### config.mk
export PLATFORM = sky130hd
export DESIGN_NAME = softsign_divider
export DESIGN_NICKNAME = d
export VERILOG_FILES = /design/src/rtl/softsign_pkg.sv /design/src/rtl/softsign_divider.sv
export SDC_FILE = /design/constraint.sdc
export NUM_CORES = 1
export LEC_CHECK = 0
export ABC_AREA = 1
export BUFFER_PORTS_ARGS = -buffer_cell sky130_fd_sc_hd__buf_4
export CAP_MARGIN = 25
export CORE_MARGIN = 2
export CORE_UTILIZATION = 45
export DETAILED_ROUTE_END_ITERATION = 7
export PLACE_DENSITY_LB_ADDON = 0.12
export RECOVER_POWER = 100
export SYNTH_ARGS = -nofsm -noshare
export SYNTH_HDL_FRONTEND = slang
export SYNTH_SLANG_ARGS = --single-unit
### constraint.sdc
create_clock -name CLOCK -period 3.6 [get_ports CLOCK]
set_clock_uncertainty 0.05 [all_clocks]
set_input_delay 0.18 -clock CLOCK [delete_from_list [all_inputs] [get_ports CLOCK]]
set_output_delay 0.18 -clock CLOCK [all_outputs]
set_load 0.02 [all_outputs]
### src/rtl/softsign_pkg.sv
// rtl/softsign_pkg.sv - shared constants and state encoding for the softsign datapath
//
// Purpose: constants shared by the denominator, divider and neuron blocks.
//   SOFTSIGN_FRAC : default fraction bits of the softsign result
//   DATA_W        : operand / result width
//   state_e       : divider FSM encoding (S_IDLE, S_DIV, S_FIN)
package softsign_pkg;

    localparam int SOFTSIGN_FRAC = 16;
    localparam int DATA_W        = 32;

    typedef enum logic [1:0] {
        S_IDLE = 2'd0,
        S_DIV  = 2'd1,
        S_FIN  = 2'd2
    } state_e;

endpackage

### src/rtl/softsign_divider.sv
// rtl/softsign_divider.sv - restoring divider computing Y = X / (1 + |X|)
//
// Purpose: accepts X and denom on a start pulse, runs FRAC restoring
// iterations and returns the signed fixed-point quotient with a done pulse.
// Ports:
//   CLOCK  in  : rising-edge clock
//   reset  in  : asynchronous active-low reset
//   X      in  : two's-complement numerator, captured on start
//   denom  in  : unsigned denominator, captured on start
//   start  in  : request qualifier, honoured only in IDLE
//   busy   out : high from the start edge through the done cycle
//   done   out : one-cycle pulse, Y/ovf valid from this cycle on
//   Y      out : signed result with FRAC fraction bits
//   ovf    out : |X| >= denom or denom == 0; Y saturated
module softsign_divider
    import softsign_pkg::*;
#(
    parameter int FRAC = SOFTSIGN_FRAC
) (
    input  logic              CLOCK,
    input  logic              reset,
    input  logic [DATA_W-1:0] X,
    input  logic [DATA_W-1:0] denom,
    input  logic              start,
    output logic              busy,
    output logic              done,
    output logic [DATA_W-1:0] Y,
    output logic              ovf
);

    localparam int K_W = $clog2(FRAC + 1);
    localparam logic [DATA_W-1:0] MAG_MAX = (DATA_W'(1) << FRAC) - DATA_W'(1);

    state_e            state_q, state_d;
    logic              sgn_q, sgn_d;
    logic              ovf_n_q, ovf_n_d;
    logic [DATA_W:0]   r_q, r_d;
    logic [DATA_W-1:0] d_q, d_d;
    logic [DATA_W-1:0] q_q, q_d;
    logic [K_W-1:0]    k_q, k_d;
    logic              busy_q, busy_d;
    logic              done_q, done_d;
    logic [DATA_W-1:0] y_q, y_d;
    logic              ovf_q, ovf_d;

    logic [DATA_W-1:0] abs_x;
    logic [DATA_W+1:0] t;
    logic              t_ge;
    logic [DATA_W-1:0] mag;

    // 0x80000000 negates to itself, which read as unsigned is exactly 2^31.
    assign abs_x = X[DATA_W-1] ? (~X + DATA_W'(1)) : X;

    assign t    = {r_q, 1'b0};
    assign t_ge = (t >= {2'b00, d_q});
    assign mag  = ovf_n_q ? MAG_MAX : q_q;

    always_comb begin
        state_d = state_q;
        sgn_d   = sgn_q;
        ovf_n_d = ovf_n_q;
        r_d     = r_q;
        d_d     = d_q;
        q_d     = q_q;
        k_d     = k_q;
        busy_d  = busy_q;
        done_d  = 1'b0;
        y_d     = y_q;
        ovf_d   = ovf_q;

        case (state_q)
            S_IDLE: begin
                busy_d = 1'b0;
                if (start) begin
                    sgn_d   = X[DATA_W-1];
                    d_d     = denom;
                    ovf_n_d = (denom == '0) || (abs_x >= denom);
                    r_d     = {1'b0, abs_x};
                    q_d     = '0;
                    k_d     = K_W'(FRAC);
                    busy_d  = 1'b1;
                    state_d = S_DIV;
                end
            end
            S_DIV: begin
                // Iterations still run on overflow; FIN discards the quotient.
                // Only the low DATA_W+1 bits of t - d matter since r < d normally.
                r_d = t_ge ? (t[DATA_W:0] - {1'b0, d_q}) : t[DATA_W:0];
                q_d = {q_q[DATA_W-2:0], t_ge};
                k_d = k_q - K_W'(1);
                if (k_q == K_W'(1)) begin
                    state_d = S_FIN;
                end
            end
            S_FIN: begin
                y_d     = sgn_q ? (DATA_W'(0) - mag) : mag;
                ovf_d   = ovf_n_q;
                done_d  = 1'b1;
                state_d = S_IDLE;
            end
            default: begin
                state_d = S_IDLE;
                busy_d  = 1'b0;
            end
        endcase
    end

    always_ff @(posedge CLOCK or negedge reset) begin
        if (!reset) begin
            state_q <= S_IDLE;
            sgn_q   <= 1'b0;
            ovf_n_q <= 1'b0;
            r_q     <= '0;
            d_q     <= '0;
            q_q     <= '0;
            k_q     <= '0;
            busy_q  <= 1'b0;
            done_q  <= 1'b0;
            y_q     <= '0;
            ovf_q   <= 1'b0;
        end else begin
            state_q <= state_d;
            sgn_q   <= sgn_d;
            ovf_n_q <= ovf_n_d;
            r_q     <= r_d;
            d_q     <= d_d;
            q_q     <= q_d;
            k_q     <= k_d;
            busy_q  <= busy_d;
            done_q  <= done_d;
            y_q     <= y_d;
            ovf_q   <= ovf_d;
        end
    end

    assign busy = busy_q;
    assign done = done_q;
    assign Y    = y_q;
    assign ovf  = ovf_q;

endmodule

After elaboration in Yosys (flattened, before gate mapping)
Cells that the tools add are included.

$add $sub $neg: 4. $mul: 0. Divide/modulo/power cells: 0. Order comparisons: 2. Eq/ne operators: 5. Shifts and indexed selects: 0. Muxes and demuxes: 16. Bitwise logic cells: 1. Reductions and logical operators: 8.

Operator list (count): $mux W32 (4); $mux W33 (2); $pmux W33 S2 (1); $pmux W32 S2 (1); $ge A34 B32 Y1 (1); $sub A33 B32 Y33 (1); $add A32 B1 Y32 const B (1); $ge A32 B32 Y1 (1); $logic_not A32 Y1 (1); $not A32 Y32 (1); $sub A1 B32 Y32 const A (1); $pmux W5 S2 (1); $reduce_and A2 Y1 (3); $eq A5 B1 Y1 const B (1); $mux W5 (1); $sub A5 B1 Y5 const B (1); $mux W2 (2); $ne A2 B2 Y1 const B (2); $pmux W2 S2 (1); $eq A2 B1 Y1 const B (1); $eq A2 B2 Y1 const B (1); $logic_not A2 Y1 (1); $mux W1 (2); $pmux W1 S2 (1); 3 further kinds (3).

Bits in registers: 141. Bits in latches: 0. Bits in writable memories: 0. Memory bits (read-only): 0. Input port bits: 67. Output and inout port bits: 35. Logic and storage cells: 47. Memories kept: 0.

Depth between registers and ports, before layout
Depth after elaboration: 5. Gate-level depth with buffers: 19. Mapped depth without buffers: 19.

Worst setup path after synthesis
No wires, ideal clock.

Path kind: input to register. Start: in X[0]. End: reg ovf_n_q. Setup time: 0.126 ns. Arrival time: 2.023 ns. Data required time: 3.424 ns. Path slack: 1.400 ns. Stages on the path: 19. Path buffers: 0. Path through: inv_1 > ha_1 > nand2_1 > inv_1 > nand2_1 > nor2_1 > nand3_1 > nand2_1 > nand2_1 > a21boi_0 > ha_1 > nand2_1 > nor2_1 > nand2_1 > o211ai_1 > a21oi_1 > nand4_1 > nand2_1 > o21ai_0.

Word-level cells in the longest chain between the ends: 5.

RTL lines: start, declared (RTL line softsign_divider.sv:22) `input logic [DATA_W-1:0] X,`; $not A32 Y32 (RTL line softsign_divider.sv:52) `assign abs_x = X[DATA_W-1] ? (~X + DATA_W'(1)) : X;`; $add A32 B1 Y32 (RTL line softsign_divider.sv:52); $mux W32 (*) (RTL line softsign_divider.sv:52); $ge A32 B32 Y1 (*) (RTL line softsign_divider.sv:77) `ovf_n_d = (denom == '0) || (abs_x >= denom);`; $logic_or A1 B1 Y1 (*) (RTL line softsign_divider.sv:77); end signal, assigned (RTL line softsign_divider.sv:124) `ovf_n_q <= ovf_n_d;`; end, declared (RTL line softsign_divider.sv:36) `logic ovf_n_q, ovf_n_d;`.

Every way passes the cells marked *; elsewhere a longest branch is shown, timed or not. A chain may end at the register's enable or synchronous reset.

Worst setup path after layout
Start: reg state_q[1]. End: reg r_q[13].

Word-level cells in the longest chain between the ends: 3. Elaborated cells on any way between the ends: 6. Classes of those cells: 2 x eq/ne; 1 x mux; 3 x reduce/logical.

RTL lines: start, declared (RTL line softsign_divider.sv:34) `state_e state_q, state_d;`; start signal, assigned (RTL line softsign_divider.sv:122) `state_q <= state_d;`; $eq A2 B1 Y1 / $logic_not A2 Y1 (equally long branches) (RTL line softsign_divider.sv:71) `case (state_q)`; $reduce_bool A2 Y1 (no source line) / $ne A2 B2 Y1 (equally long branches); $reduce_and A2 Y1 (no source line); end signal, assigned (RTL line softsign_divider.sv:125) `r_q <= r_d;`; end, declared (RTL line softsign_divider.sv:37) `logic [DATA_W:0] r_q, r_d;`.

Several ways; a longest one is shown, not always the timed one.

==> flow_summary.json <==
{
  "cp-start-kind": "flip-flop",
  "cts_resized": 0,
  "syn2layout_area_growth_pct": 12.4,
  "netlist_area_um2": 11600,
  "cts_root_buf": "clkbuf_16",
  "rows": 58,
  "preCtsSetupSlack_ps": 474,
  "r2r-start": "state_q[1]$_DFFE_PN0P_",
  "ctsHoldBuffers": 2,
  "crit_start": "state_q[1]$_DFFE_PN0P_",
  "grt_pass1_wl_mm": 54.6,
  "layout_commonest_cell": "nand2_1",
  "irDropWorstVdd_mv": 0.487,
  "synth_ff_type": "dfrtp_1",
  "cts_tree": "yes",
  "ys_seq_area_share_pct": 30.5,
  "remaining_drc_errors": 0,
  "drt-initial-drc-count": 717,
  "end_kind": "flip-flop",
  "critPathRequiredTime_ps": 3890,
  "crit_arrival_ps": 3360,
  "viasPerCell": 5.16,
  "final_max_slew_viol_count": 119,
  "ys_top_cells_by_area": "dfrtp_1, nand2_1, inv_1, ha_1, nand3_1",
  "antenna_found_initial": 0,
  "gp_congestion": 0.914,
  "synth.distinct_cells": 52,
  "finalSetupViolations": 0,
  "cts_max_level": 4,
  "min_period_over_period_pct": 85.3,
  "postLayoutSetupSlackWorst_ps": 530,
  "clockBufferDepth": 2,
  "hold_violations": 0,
  "ys_seq_elements": 141,
  "dr.pass1.iters": 7,
  "power_density_nw_per_um2": 986,
  "reg2reg_slack_ps": 530,
  "synth_top_area_share_pct": 30.5,
  "core_area_um2": 25200,
  "synth_edf_count": 0,
  "synth_adder_area_share_pct": 7.86,
  "wl_per_cell_um": 15.7,
  "r2r_cells": 8,
  "whs_path_depth": 3,
  "drtAntennaViolNets": 0,
  "r2r_end": "r_q[13]$_DFFE_PN0P_",
  "dp_hpwl_mm": 26.8,
  "clk_pin_slew_ps": 70,
  "grt_pass1_vias": 10699,
  "ioPinCount": 102,
  "clock_latency_ps": 430,
  "vias": 11129,
  "syn_nets": 1868,
  "cts_sinks": 141,
  "fin_crit_ps": 3070,
  "critPathMaxFanout": 24,
  "yosys.area.top_type": "dfrtp_1",
  "die_width_um": 164,
  "dieArea_um2": 27000,
  "violations": "max-capacitance violations, max-slew violations",
  "min_from": "denom[4]",
  "fin_tns_setup_ps": 0,
  "ys_warn_count": 0,
  "post_cts_buffers": 0,
  "grt_setup_unrepaired": "false",
  "worstSetupPathType": "reg2reg",
  "fp.dieH_um": 164,
  "synth_mux_area_share_pct": 0,
  "track_usage_pct": 25.9,
  "drv_cap": 2,
  "final_cell_mix": "nand2_1, inv_1, nor2_1",
  "start_util_pct": 45.9,
  "p_leak_nw": 6.90,
  "hold_class": "in2reg",
  "synth_compound_area_share_pct": 11.9,
  "yosys.area_share.xor_xnor_pct": 4.78,
  "drt-total-wl_mm": 33.9,
  "grt_max_degree": 66,
  "fmax_ghz": 0.326,
  "synth_top_family_by_area": "simple AND/OR/NAND/NOR gates",
  "grt-ovfl-total": 0,
  "post-route-util_pct": 51.6,
  "diodes": 0,
  "async_flop_share_pct": 100,
  "drive_gt1_share_pct": 9.91,
  "cts_buffers": 17,
  "syn_inst": 1729,
  "nNetsFinal": 1952,
  "outcome": "finished with violations",
  "synth_simple_gate_area_share_pct": 32.9,
  "port_buffers": 101,
  "worstMarginPinSlew_ps": 1840,
  "whs_endpoint": "d_q[4]$_DFFE_PN0P_",
  "postSynthAreaPerCell_um2": 6.68,
  "relSlewSlack_pct": -23.0
}
final cells by class:
| type | count | area (um^2) |
|---|---|---|
| Clock buffer | 17 | 425 |
| Tap cell | 330 | 413 |
| Clock inverter | 15 | 171 |
| Timing Repair Buffer | 115 | 719 |
| Sequential cell | 141 | 3530 |
| Multi-Input combinational cell | 1243 | 6630 |
| Fill cell | 2574 | 12200 |
| Inverter | 295 | 1110 |
cells in the mapped netlist (10+ instances only):
| library cell | count |
|---|---|
| a21oi_1 | 50 |
| a22oi_1 | 11 |
| buf_6 | 10 |
| clkbuf_1 | 30 |
| dfrtp_1 | 141 |
| ha_1 | 71 |
| inv_1 | 287 |
| nand2_1 | 493 |
| nand2_2 | 20 |
| nand3_1 | 116 |
| nand3_2 | 10 |
| nand4_1 | 28 |
| nor2_1 | 146 |
| nor2_2 | 18 |
| o21ai_0 | 81 |
| o21ai_1 | 29 |
| o22ai_1 | 32 |
| xnor2_1 | 23 |
| xor2_1 | 40 |
flip-flops by register name, summed over array words and instances, names as in the netlist:
signal   cells
k_q          5
done         1
Y           32
q_q         32
busy         1
r_q         33
ovf          1
d_q         32
sgn_q        1
state_q      2
ovf_n_q      1
logic make-up after synthesis:
family	count (synthesis)
AO/OA/AOI/OAI	239
XOR/XNOR	63
adder cells (fa/ha/maj)	72
buffers and inverters	345
flip-flops	141
AND/OR/NAND/NOR	869
how the worst max path moves through the flow:
stage                          end  slack (ps)  cells after the start
6_report       r_q[13]$_DFFE_PN0P_         530                      8
2_1_floorplan  ovf_n_q$_DFFE_PN0P_        1400                     19
3_5_place_dp   ovf_n_q$_DFFE_PN0P_         470                     15
5_1_grt          Y[29]$_DFFE_PN0P_         350                     12
4_1_cts        ovf_n_q$_DFFE_PN0P_         920                     15
3_3_place_gp   ovf_n_q$_DFFE_PN0P_         460                     15
metrics by stage:
stage / instances / hold slack [ps] / total power [W] / area, um^2
global placement: 2122 / 161 / 0.0111 / 12600
CTS: 2156 / 1.77 / 0.0130 / 13200
global route: 2156 / 16.6 / 0.0141 / 13000
finish: 2156 / 8.36 / 0.0128 / 13000
detailed placement: 2122 / 172 / 0.0111 / 12600
floorplan: 1729 / -166 / 0.00904 / 11600
per-layer routing:
layer / vias up / wire length (um) / track usage (%)
met5: - / 0 / 0
met4: 0 / 1100 / 9.73
met3: 58 / 1640 / 2.47
met2: 327 / 15400 / 43.0
met1: 5093 / 15700 / 35.0
li1: 5651 / - / -
worst max-delay path, cell delays in order (launching register included):
cell	delay, ps
dfrtp_1	370
inv_1	70
ha_1	400
inv_1	110
clkbuf_1	520
o21ai_0	210
inv_1	770
a22oi_1	300
o21ai_1	160
power by group:
part	leakage (nW)	total (W)	switching, W	internal, W
Sequential	1.79	0.00262	0.000426	0.00219
Clock	0.283	0.00183	0.000835	0.000991
Combinational	4.82	0.00837	0.00555	0.00283
Power figures use the tool's default switching activity.
